## src/rtl/seq_det_pkg.sv

```systemverilog
// Shared types and helpers for the serial pattern detector.
// The mask helper is fixed at 32 bits, so patterns of up to 32 bits are supported.
package seq_det_pkg;

    typedef enum logic {
        IDLE = 1'b0,
        RUN  = 1'b1
    } state_e;

    localparam int MASK_W = 32;

    // Ones in the low `len` positions. Bit 0 holds the newest history bit.
    function automatic logic [MASK_W-1:0] len_mask(input logic [MASK_W-1:0] len);
        logic [MASK_W-1:0] m;
        if (len >= MASK_W) begin
            m = '1;
        end else begin
            m = (MASK_W'(1) << len) - MASK_W'(1);
        end
        return m;
    endfunction

endpackage

```

## src/rtl/sat_counter.sv

```systemverilog
// Saturating up-counter with a synchronous clear. When clear and increment
// arrive in the same cycle, the clear takes priority.
module sat_counter #(
    parameter int W = 16
) (
    input  logic         clk,
    input  logic         rst,
    input  logic         inc,
    input  logic         clr,
    output logic [W-1:0] q
);

    logic [W-1:0] cnt_q;
    logic [W-1:0] cnt_d;

    always_comb begin
        cnt_d = cnt_q;
        if (clr) begin
            cnt_d = '0;
        end else if (inc && (cnt_q != '1)) begin
            cnt_d = cnt_q + W'(1);
        end
    end

    always_ff @(posedge clk or posedge rst) begin
        if (rst) begin
            cnt_q <= '0;
        end else begin
            cnt_q <= cnt_d;
        end
    end

    assign q = cnt_q;

endmodule

```

## src/rtl/seq_pattern_detector.sv

```systemverilog
// Runtime-programmable serial bit-pattern detector. It supports an overlap mode,
// an input-valid qualifier and a saturating match counter.
module seq_pattern_detector
    import seq_det_pkg::*;
#(
    parameter int MAX_LEN = 8,
    parameter int CNT_W   = 16,
    parameter int LEN_W   = $clog2(MAX_LEN + 1)
) (
    input  logic               clk,
    input  logic               rst,
    input  logic               cfg_load,
    input  logic [MAX_LEN-1:0] cfg_pattern,
    input  logic [LEN_W-1:0]   cfg_len,
    input  logic               cfg_overlap,
    input  logic               in_valid,
    input  logic               in_bit,
    input  logic               clr_count,
    output logic               match,
    output logic [CNT_W-1:0]   match_count,
    output logic               cfg_err,
    output logic               armed
);

    state_e state_q, state_d;

    logic [MAX_LEN-1:0] history_q, history_d;
    logic [MAX_LEN-1:0] pattern_q, pattern_d;
    logic [LEN_W-1:0]   len_q,     len_d;
    logic [LEN_W-1:0]   fill_q,    fill_d;
    logic               overlap_q, overlap_d;
    logic               match_q,   match_d;
    logic               cfg_err_q, cfg_err_d;

    logic               cfg_legal;
    logic               accept;
    logic               hit;
    logic [MAX_LEN-1:0] hist_shift;
    logic [LEN_W-1:0]   fill_sat;
    logic [MASK_W-1:0]  mask;
    logic [MASK_W-1:0]  diff;

    assign cfg_legal  = (cfg_len != '0) && (cfg_len <= LEN_W'(MAX_LEN));
    // A configuration load takes priority, so a bit arriving in the same cycle is dropped.
    assign accept     = (state_q == RUN) && in_valid && !cfg_load;
    assign hist_shift = {history_q[MAX_LEN-2:0], in_bit};
    assign fill_sat   = (fill_q == LEN_W'(MAX_LEN)) ? fill_q : fill_q + LEN_W'(1);
    assign mask       = len_mask(MASK_W'(len_q));
    assign diff       = MASK_W'(hist_shift ^ pattern_q) & mask;
    assign hit        = accept
                        && (({1'b0, fill_q} + (LEN_W+1)'(1)) >= {1'b0, len_q})
                        && (diff == '0);

    // FSM: state register.
    always_ff @(posedge clk or posedge rst) begin
        if (rst) begin
            state_q <= IDLE;
        end else begin
            state_q <= state_d;
        end
    end

    // FSM: next-state logic.
    always_comb begin
        state_d = state_q;
        if (cfg_load) begin
            state_d = cfg_legal ? RUN : IDLE;
        end
    end

    // FSM: output logic.
    always_comb begin
        armed = (state_q == RUN);
    end

    // History, fill and configuration next-state logic.
    always_comb begin
        history_d = history_q;
        fill_d    = fill_q;
        pattern_d = pattern_q;
        len_d     = len_q;
        overlap_d = overlap_q;
        cfg_err_d = cfg_err_q;
        match_d   = 1'b0;
        if (cfg_load) begin
            history_d = '0;
            fill_d    = '0;
            cfg_err_d = !cfg_legal;
            if (cfg_legal) begin
                pattern_d = cfg_pattern;
                len_d     = cfg_len;
                overlap_d = cfg_overlap;
            end
        end else if (accept) begin
            history_d = hist_shift;
            fill_d    = fill_sat;
            match_d   = hit;
            // In non-overlap mode, the next match must be built from entirely fresh bits.
            if (hit && !overlap_q) begin
                history_d = '0;
                fill_d    = '0;
            end
        end
    end

    always_ff @(posedge clk or posedge rst) begin
        if (rst) begin
            history_q <= '0;
            fill_q    <= '0;
            pattern_q <= '0;
            len_q     <= '0;
            overlap_q <= 1'b0;
            match_q   <= 1'b0;
            cfg_err_q <= 1'b0;
        end else begin
            history_q <= history_d;
            fill_q    <= fill_d;
            pattern_q <= pattern_d;
            len_q     <= len_d;
            overlap_q <= overlap_d;
            match_q   <= match_d;
            cfg_err_q <= cfg_err_d;
        end
    end

    sat_counter #(
        .W (CNT_W)
    ) u_match_cnt (
        .clk (clk),
        .rst (rst),
        .inc (hit),
        .clr (clr_count | cfg_load),
        .q   (match_count)
    );

    assign match   = match_q;
    assign cfg_err = cfg_err_q;

endmodule
```

## config.mk

```make
export PLATFORM = sky130hd
export DESIGN_NAME = seq_pattern_detector
export DESIGN_NICKNAME = d
export VERILOG_FILES = /design/src/rtl/seq_det_pkg.sv /design/src/rtl/sat_counter.sv /design/src/rtl/seq_pattern_detector.sv
export SDC_FILE = /design/constraint.sdc
export NUM_CORES = 1
export LEC_CHECK = 0
export ABC_AREA = 0
export CORE_MARGIN = 2
export CORE_UTILIZATION = 47
export DETAILED_ROUTE_END_ITERATION = 7
export DONT_BUFFER_PORTS = 1
export GPL_TIMING_DRIVEN = 0
export MAX_ROUTING_LAYER = met4
export PLACE_DENSITY = 0.74
export SETUP_SLACK_MARGIN = 0.3
export SLEW_MARGIN = 20
export SYNTH_ARGS = -nofsm -noshare
export SYNTH_HDL_FRONTEND = slang
export SYNTH_SLANG_ARGS = --single-unit
```

## constraint.sdc

```tcl
create_clock -name clk -period 9.1 [get_ports clk]
set_clock_uncertainty 0.15 [all_clocks]
set_input_delay 1.365 -clock clk [delete_from_list [all_inputs] [get_ports clk]]
set_output_delay 1.365 -clock clk [all_outputs]
set_load 0.02 [all_outputs]
```

==> results of run 1 <==
## synthesized netlist by cell type
cell type   n  share of area
dfrtp_1    43           0.47
mux2_2     13          0.063
nand2_1    13          0.021
o21ai_0    13          0.028
a21oi_1    12          0.026
inv_1      11          0.018
or3_1      10          0.027
clkbuf_1    8          0.013
ha_1        8          0.043
nor2_1      8          0.013
a22o_1      7          0.027
nand3_1     7          0.015
nand4_1     7          0.019
or4_1       6          0.019
xnor2_1     6          0.023
xor2_1      6          0.023
nor3_1      5          0.011
o211ai_1    4          0.013
and2_1      3         0.0081
and4_1      3          0.011
o21a_1      3         0.0097
a22oi_1     2         0.0065
a31oi_1     2         0.0054
buf_6       2         0.0097
nor4_1      2         0.0054
o2111ai_1   2         0.0076
o22ai_1     2         0.0054
o311ai_0    2         0.0076
o41ai_1     2         0.0076
a211oi_1    1         0.0032
a222oi_1    1         0.0043
a31o_2      1         0.0038
nand2b_1    1         0.0027
nand4b_1    1         0.0038
nor2b_1     1         0.0027
nor3b_1     1         0.0032
nor4b_1     1         0.0038
o2111ai_2   1         0.0065
o31a_1      1         0.0038
o31ai_1     1         0.0032
or2_2       1         0.0027
or4_4       1         0.0049
## cell type report
type	instances	area share
Multi-Input combinational cell	161	0.448
Sequential cell	43	0.421
Tap cell	67	0.0328
Clock buffer	5	0.0269
Clock inverter	3	0.0265
Buffer	10	0.0206
Inverter	11	0.0162
Timing Repair Buffer	1	0.00784
## worst max-delay path: stages (launching register included)
cell,delay [ps]
dfrtp_1,380
buf_6,140
or4_4,540
ha_1,290
inv_1,30
a222oi_1,340
and4_1,260
o2111ai_2,230
clkbuf_1,290
o41ai_1,430
a21oi_1,110
## cell families (layout without fill, tap and decap cells)
kind of cell / Yosys count / after routing / share of synthesized area
compound gates: 57 / 57 / 0.168
xor+xnor: 12 / 12 / 0.0454
fa+ha+maj: 8 / 8 / 0.0433
buf+inv: 21 / 30 / 0.0406
flops: 43 / 43 / 0.465
mux: 13 / 13 / 0.0633
simple gates: 71 / 71 / 0.174
## where the power goes
| group | internal, mW | total, mW | switching, mW |
|---|---|---|---|
| sequential | 0.205 | 0.220 | 0.0150 |
| clock | 0.109 | 0.179 | 0.0692 |
| combinational | 0.0329 | 0.0682 | 0.0353 |
## sequential cells by signal, indices dropped and copies added (netlist names)
register and flops:
cfg_err 1, fill_q 4, pattern_q 8, len_q 4, match 1, overlap_q 1
armed 1, history_q 7, u_match_cnt.q 16
## metal layers
metal  routed length, um  part of all wire  vias up  track usage
met5                   0                 0        -            -
met4                  76             0.016        0       0.0889
met3                 272             0.057        7       0.0488
met2                2360              0.49       56        0.335
met1                2070              0.43      875        0.221
li1                    -                 -      859            -
## worst paths after layout
check                      slack (ps)               end         start  depth (start not counted)
setup / recovery                 5780  u_match_cnt.q[7]      len_q[3]                         10
hold / removal                    390      history_q[6]  history_q[6]                          1
setup reg to reg                 5780  u_match_cnt.q[7]      len_q[3]                         10
hold reg to reg                   390      history_q[6]  history_q[6]                          1
max in group asynchronous        7650         overlap_q           rst                          2
min in group asynchronous         710  u_match_cnt.q[6]           rst                          1
## per-stage QoR
stage          setup WS [ps]  cells  hold slack (ps)  power (mW)  cell area, um^2
6_report                5780    301              385       0.467             2550
5_1_grt                 5620    301              406       0.487             2550
4_1_cts                 5780    301              387       0.469             2550
3_5_place_dp            5670    293              367       0.292             2420
3_3_place_gp            5680    292              361       0.289             2400
2_1_floorplan           5990    225              343       0.276             2310
==> results.sh, run 1 <==
export IMPL_fmax_mhz=301
export IMPL_cts_root_buf="clkbuf_8"
export IMPL_cts_tree="yes"
export IMPL_mostFrequentLayoutCells="dfrtp_1 (43), nand2_1 (13), o21ai_0 (13), mux2_2 (13), a21oi_1 (12)"
export IMPL_start_util=0.490
export IMPL_worst_pin_slew_ps=756
export IMPL_path_max_fanout=10
export IMPL_min_period_ps=3320
export IMPL_grt_pass1_vias=1795
export IMPL_critPathCaptureType="register"
export IMPL_numCtsBuffers=5
export IMPL_design_core_area_um2=4720
export IMPL_vdd_drop_max_uv=135
export IMPL_dp_hpwl_mm=3.46
export IMPL_setup_viol=0
export IMPL_drc=0
export IMPL_wl_mm=4.78
export IMPL_crit_type="register to register"
export IMPL_nNetsFinal=260
export IMPL_slew_headroom=0.496
export IMPL_drive_gt1_frac=0.124
export IMPL_ys_seq_area_frac=0.465
export IMPL_postCtsResizedCells=0
export IMPL_drtAntennaViolNets=0
export IMPL_final_common_cell="dfrtp_1"
export IMPL_viasPerCell=5.97
export IMPL_cts_sinks=43
export IMPL_syn_to_final_growth_pct=10.4
export IMPL_final_util=0.541
export IMPL_cts_buffer_depth=2
export IMPL_regArea_um2=1080
export IMPL_antenna_found_initial=0
export IMPL_worstPathArrival_ps=3340
export IMPL_gp_congestion=0.855
export IMPL_required_ps=9120
export IMPL_synth_fp_nets=252
export IMPL_grt_first_pass_wirelength_mm=8.02
export IMPL_hp_class="register to register"
export IMPL_hold_buffers=0
export IMPL_p_per_area_nw_per_um2=183
export IMPL_outcome="finished clean"
export IMPL_tns_ps=0
export IMPL_slew_viol_final=0
export IMPL_clk_latency_ps=300
export IMPL_synth_cell_type_count=42
export IMPL_grt_start_max_net_pins=34
export IMPL_vias=1797
export IMPL_multi_input_area_um2=1140
export IMPL_portBuffers=0
export IMPL_fin_crit_sh=0.364
export IMPL_synth_cells=225
export IMPL_fillers=407
export IMPL_row_count=25
export IMPL_avgSynthCellArea_um2=10.3
export IMPL_startpoint_type="register"
export IMPL_routedWlPerCell_um=15.9
export IMPL_dieHeight_um=74.2
export IMPL_cts_reportedPaths_clkPinSlew_ps=90
export IMPL_cts_setup_buffers=0
export IMPL_first_iter_violations=71
export IMPL_leakagePower_nw=1.03
export IMPL_ys_ff_latch=43
export IMPL_grtUsageTotal=0.198
export IMPL_num_io_pins=38
export IMPL_dieArea_um2=5500
export IMPL_hold_viol_final=0
export IMPL_syn_cell_area_um2=2310
export IMPL_grt_overflow=0
export IMPL_h_tree_depth=2
export IMPL_cap_viol_max_count=0
export IMPL_yosys_warnings=0
export IMPL_antenna_cells=0
export IMPL_die_w_um=74.2
export IMPL_dr_pass1_iters=4
export IMPL_rsz0062_at_grt="no"
(Power assumes the default switching activity.)
==> run 2: changes to the inputs <==
==> constraint.sdc (replaced) <==
create_clock -name clk -period 3.3 [get_ports clk]
set_clock_uncertainty 0.15 [all_clocks]
set_input_delay 0.495 -clock clk [delete_from_list [all_inputs] [get_ports clk]]
set_output_delay 0.495 -clock clk [all_outputs]
set_load 0.02 [all_outputs]
==> run 2 against run 1 <==
Against the previous run:
- design area is 10% higher
- sequential share of layout area fell by 3.9 points
- hold slack got worse by 210 ps
- cell count grew 3.3%
- highest routed layer unchanged
- setup slack worse by 5600 ps
- combinational power rose to 3.4 times the previous value
==> results.sh, run 2 (same netlist as run 1, synthesis figures left out) <==
export IMPL_fin_crit_sh=0.957
export IMPL_setup_viol=0
export IMPL_outcome="finished clean"
export IMPL_drtAntennaViolNets=0
export IMPL_power_frac_comb=0.175
export IMPL_tns_ps=0
export IMPL_grt_pass1_vias=1843
export IMPL_mostFrequentLayoutCells="dfrtp_1 (42), mux2_2 (13), nand2_1 (12)"
export IMPL_dp_hpwl_mm=3.46
export IMPL_hp_class="primary input to register"
export IMPL_stdcell_count=311
export IMPL_slew_headroom=0.484
export IMPL_h_tree_depth=2
export IMPL_final_util=0.597
export IMPL_grt_first_pass_wirelength_mm=8.40
export IMPL_portBuffers=0
export IMPL_dpl_worst_slack_ps=25.4
export IMPL_start_util=0.490
export IMPL_p_total_mw=1.33
export IMPL_clk_latency_ps=300
export IMPL_worstPathArrival_ps=3250
export IMPL_gp_congestion=0.855
export IMPL_cts_tree="yes"
export IMPL_p_clk_frac=0.371
export IMPL_dr_pass1_iters=4
export IMPL_fin_area_um2=2820
export IMPL_startpoint_type="register"
export IMPL_crit_type="register to register"
export IMPL_leakagePower_nw=1.12
export IMPL_numCtsBuffers=5
export IMPL_cts_root_buf="clkbuf_8"
export IMPL_vias=1855
export IMPL_power_frac_seq=0.454
export IMPL_num_io_pins=38
export IMPL_hold_viol_final=0
export IMPL_grt_start_max_net_pins=34
export IMPL_grt_overflow=0
export IMPL_drc=0
export IMPL_fmax_mhz=317
export IMPL_row_count=25
export IMPL_setup_ws_ps=143
export IMPL_slew_viol_final=0
export IMPL_critPathCaptureType="register"
export IMPL_dp_cells=293
export IMPL_required_ps=3390
export IMPL_p_int_uw=973
export IMPL_antenna_cells=0
export IMPL_p_sw_uw=359
export IMPL_viasPerCell=5.96
export IMPL_rsz0062_at_grt="yes"
export IMPL_hold_ws_ps=172
export IMPL_path_max_fanout=5
export IMPL_die_w_um=74.2
export IMPL_syn_to_final_growth_pct=21.8
export IMPL_netSwitchingFraction=0.270
export IMPL_drive_gt1_frac=0.250
export IMPL_post_dp_cell_area_um2=2420
export IMPL_cts_reportedPaths_clkPinSlew_ps=90
export IMPL_cap_viol_max_count=0
export IMPL_cts_buffer_depth=2
export IMPL_fillers=377
export IMPL_p_per_area_nw_per_um2=473
export IMPL_final_common_cell="dfrtp_1"
export IMPL_dieHeight_um=74.2
export IMPL_antenna_found_initial=0
export IMPL_wl_mm=5.37
export IMPL_grtUsageTotal=0.207
export IMPL_nNetsFinal=270
export IMPL_vdd_drop_max_uv=372
export IMPL_design_core_area_um2=4720
export IMPL_largest_reg_flops=16
export IMPL_dieArea_um2=5500
export IMPL_routedWlPerCell_um=17.3
export IMPL_min_period_ps=3160
export IMPL_worst_pin_slew_ps=774
export IMPL_first_iter_violations=108
export IMPL_cts_sinks=43
## run 2: layout make-up
type / instances / area (um^2) / share of cell area
flip-flops and latches: 43 / 1080 / 0.382
inverters: 11 / 43.8 / 0.0155
clock buffers: 5 / 68.8 / 0.0244
plain buffers: 10 / 72.6 / 0.0257
well taps: 67 / 83.8 / 0.0297
repair buffers: 10 / 115 / 0.0408
clock inverters: 3 / 67.6 / 0.0240
multi-input cells: 162 / 1290 / 0.458
## run 2: worst max-delay path: stages (launching register included)
cell and delay (ps):
dfrtp_1 380, buf_6 110, or4_4 530, ha_4 280, inv_2 20, a222oi_1 340
and4_4 300, o2111ai_4 200, buf_6 210, or4_4 490, nand2_1 70
## run 2: per-layer routing
layer,global-route usage,share of wire,vias to the layer above
met4,0.0929,0.014,0
met3,0.0501,0.057,7
met5,-,0,-
met1,0.235,0.43,908
met2,0.347,0.50,55
li1,-,-,885
## run 2: repair_timing
action                     in CTS  in global routing
hold endpoints to repair       10                  0
setup endpoints to repair      27                 27
gates cloned                    1                  2
hold buffers                    1                  0
pin swaps                      14                 16
resized for setup              11                 34
setup buffers                   3                  3
## run 2: path summary, 6_finish.rpt
path	startpoint	to	slack, ps	depth (start not counted)
min in group asynchronous	rst	u_match_cnt.q[6]	420	2
worst max-delay path	len_q[3]	u_match_cnt.q[13]	140	10
worst min-delay path	in_bit	history_q[0]	170	1
worst max register to register	len_q[3]	u_match_cnt.q[13]	140	10
max in group asynchronous	rst	len_q[0]	2130	3
worst min register to register	history_q[6]	history_q[6]	390	1
## run 2: power groups by stage
stage                     Combinational [mW]  Clock [mW]  Sequential [mW]
final                                  0.233       0.495            0.605
after global routing                   0.256       0.518            0.611
after global placement                 0.179           0            0.618
after CTS                              0.213       0.496            0.605
after floorplan                        0.153           0            0.607
after detailed placement               0.188           0            0.618
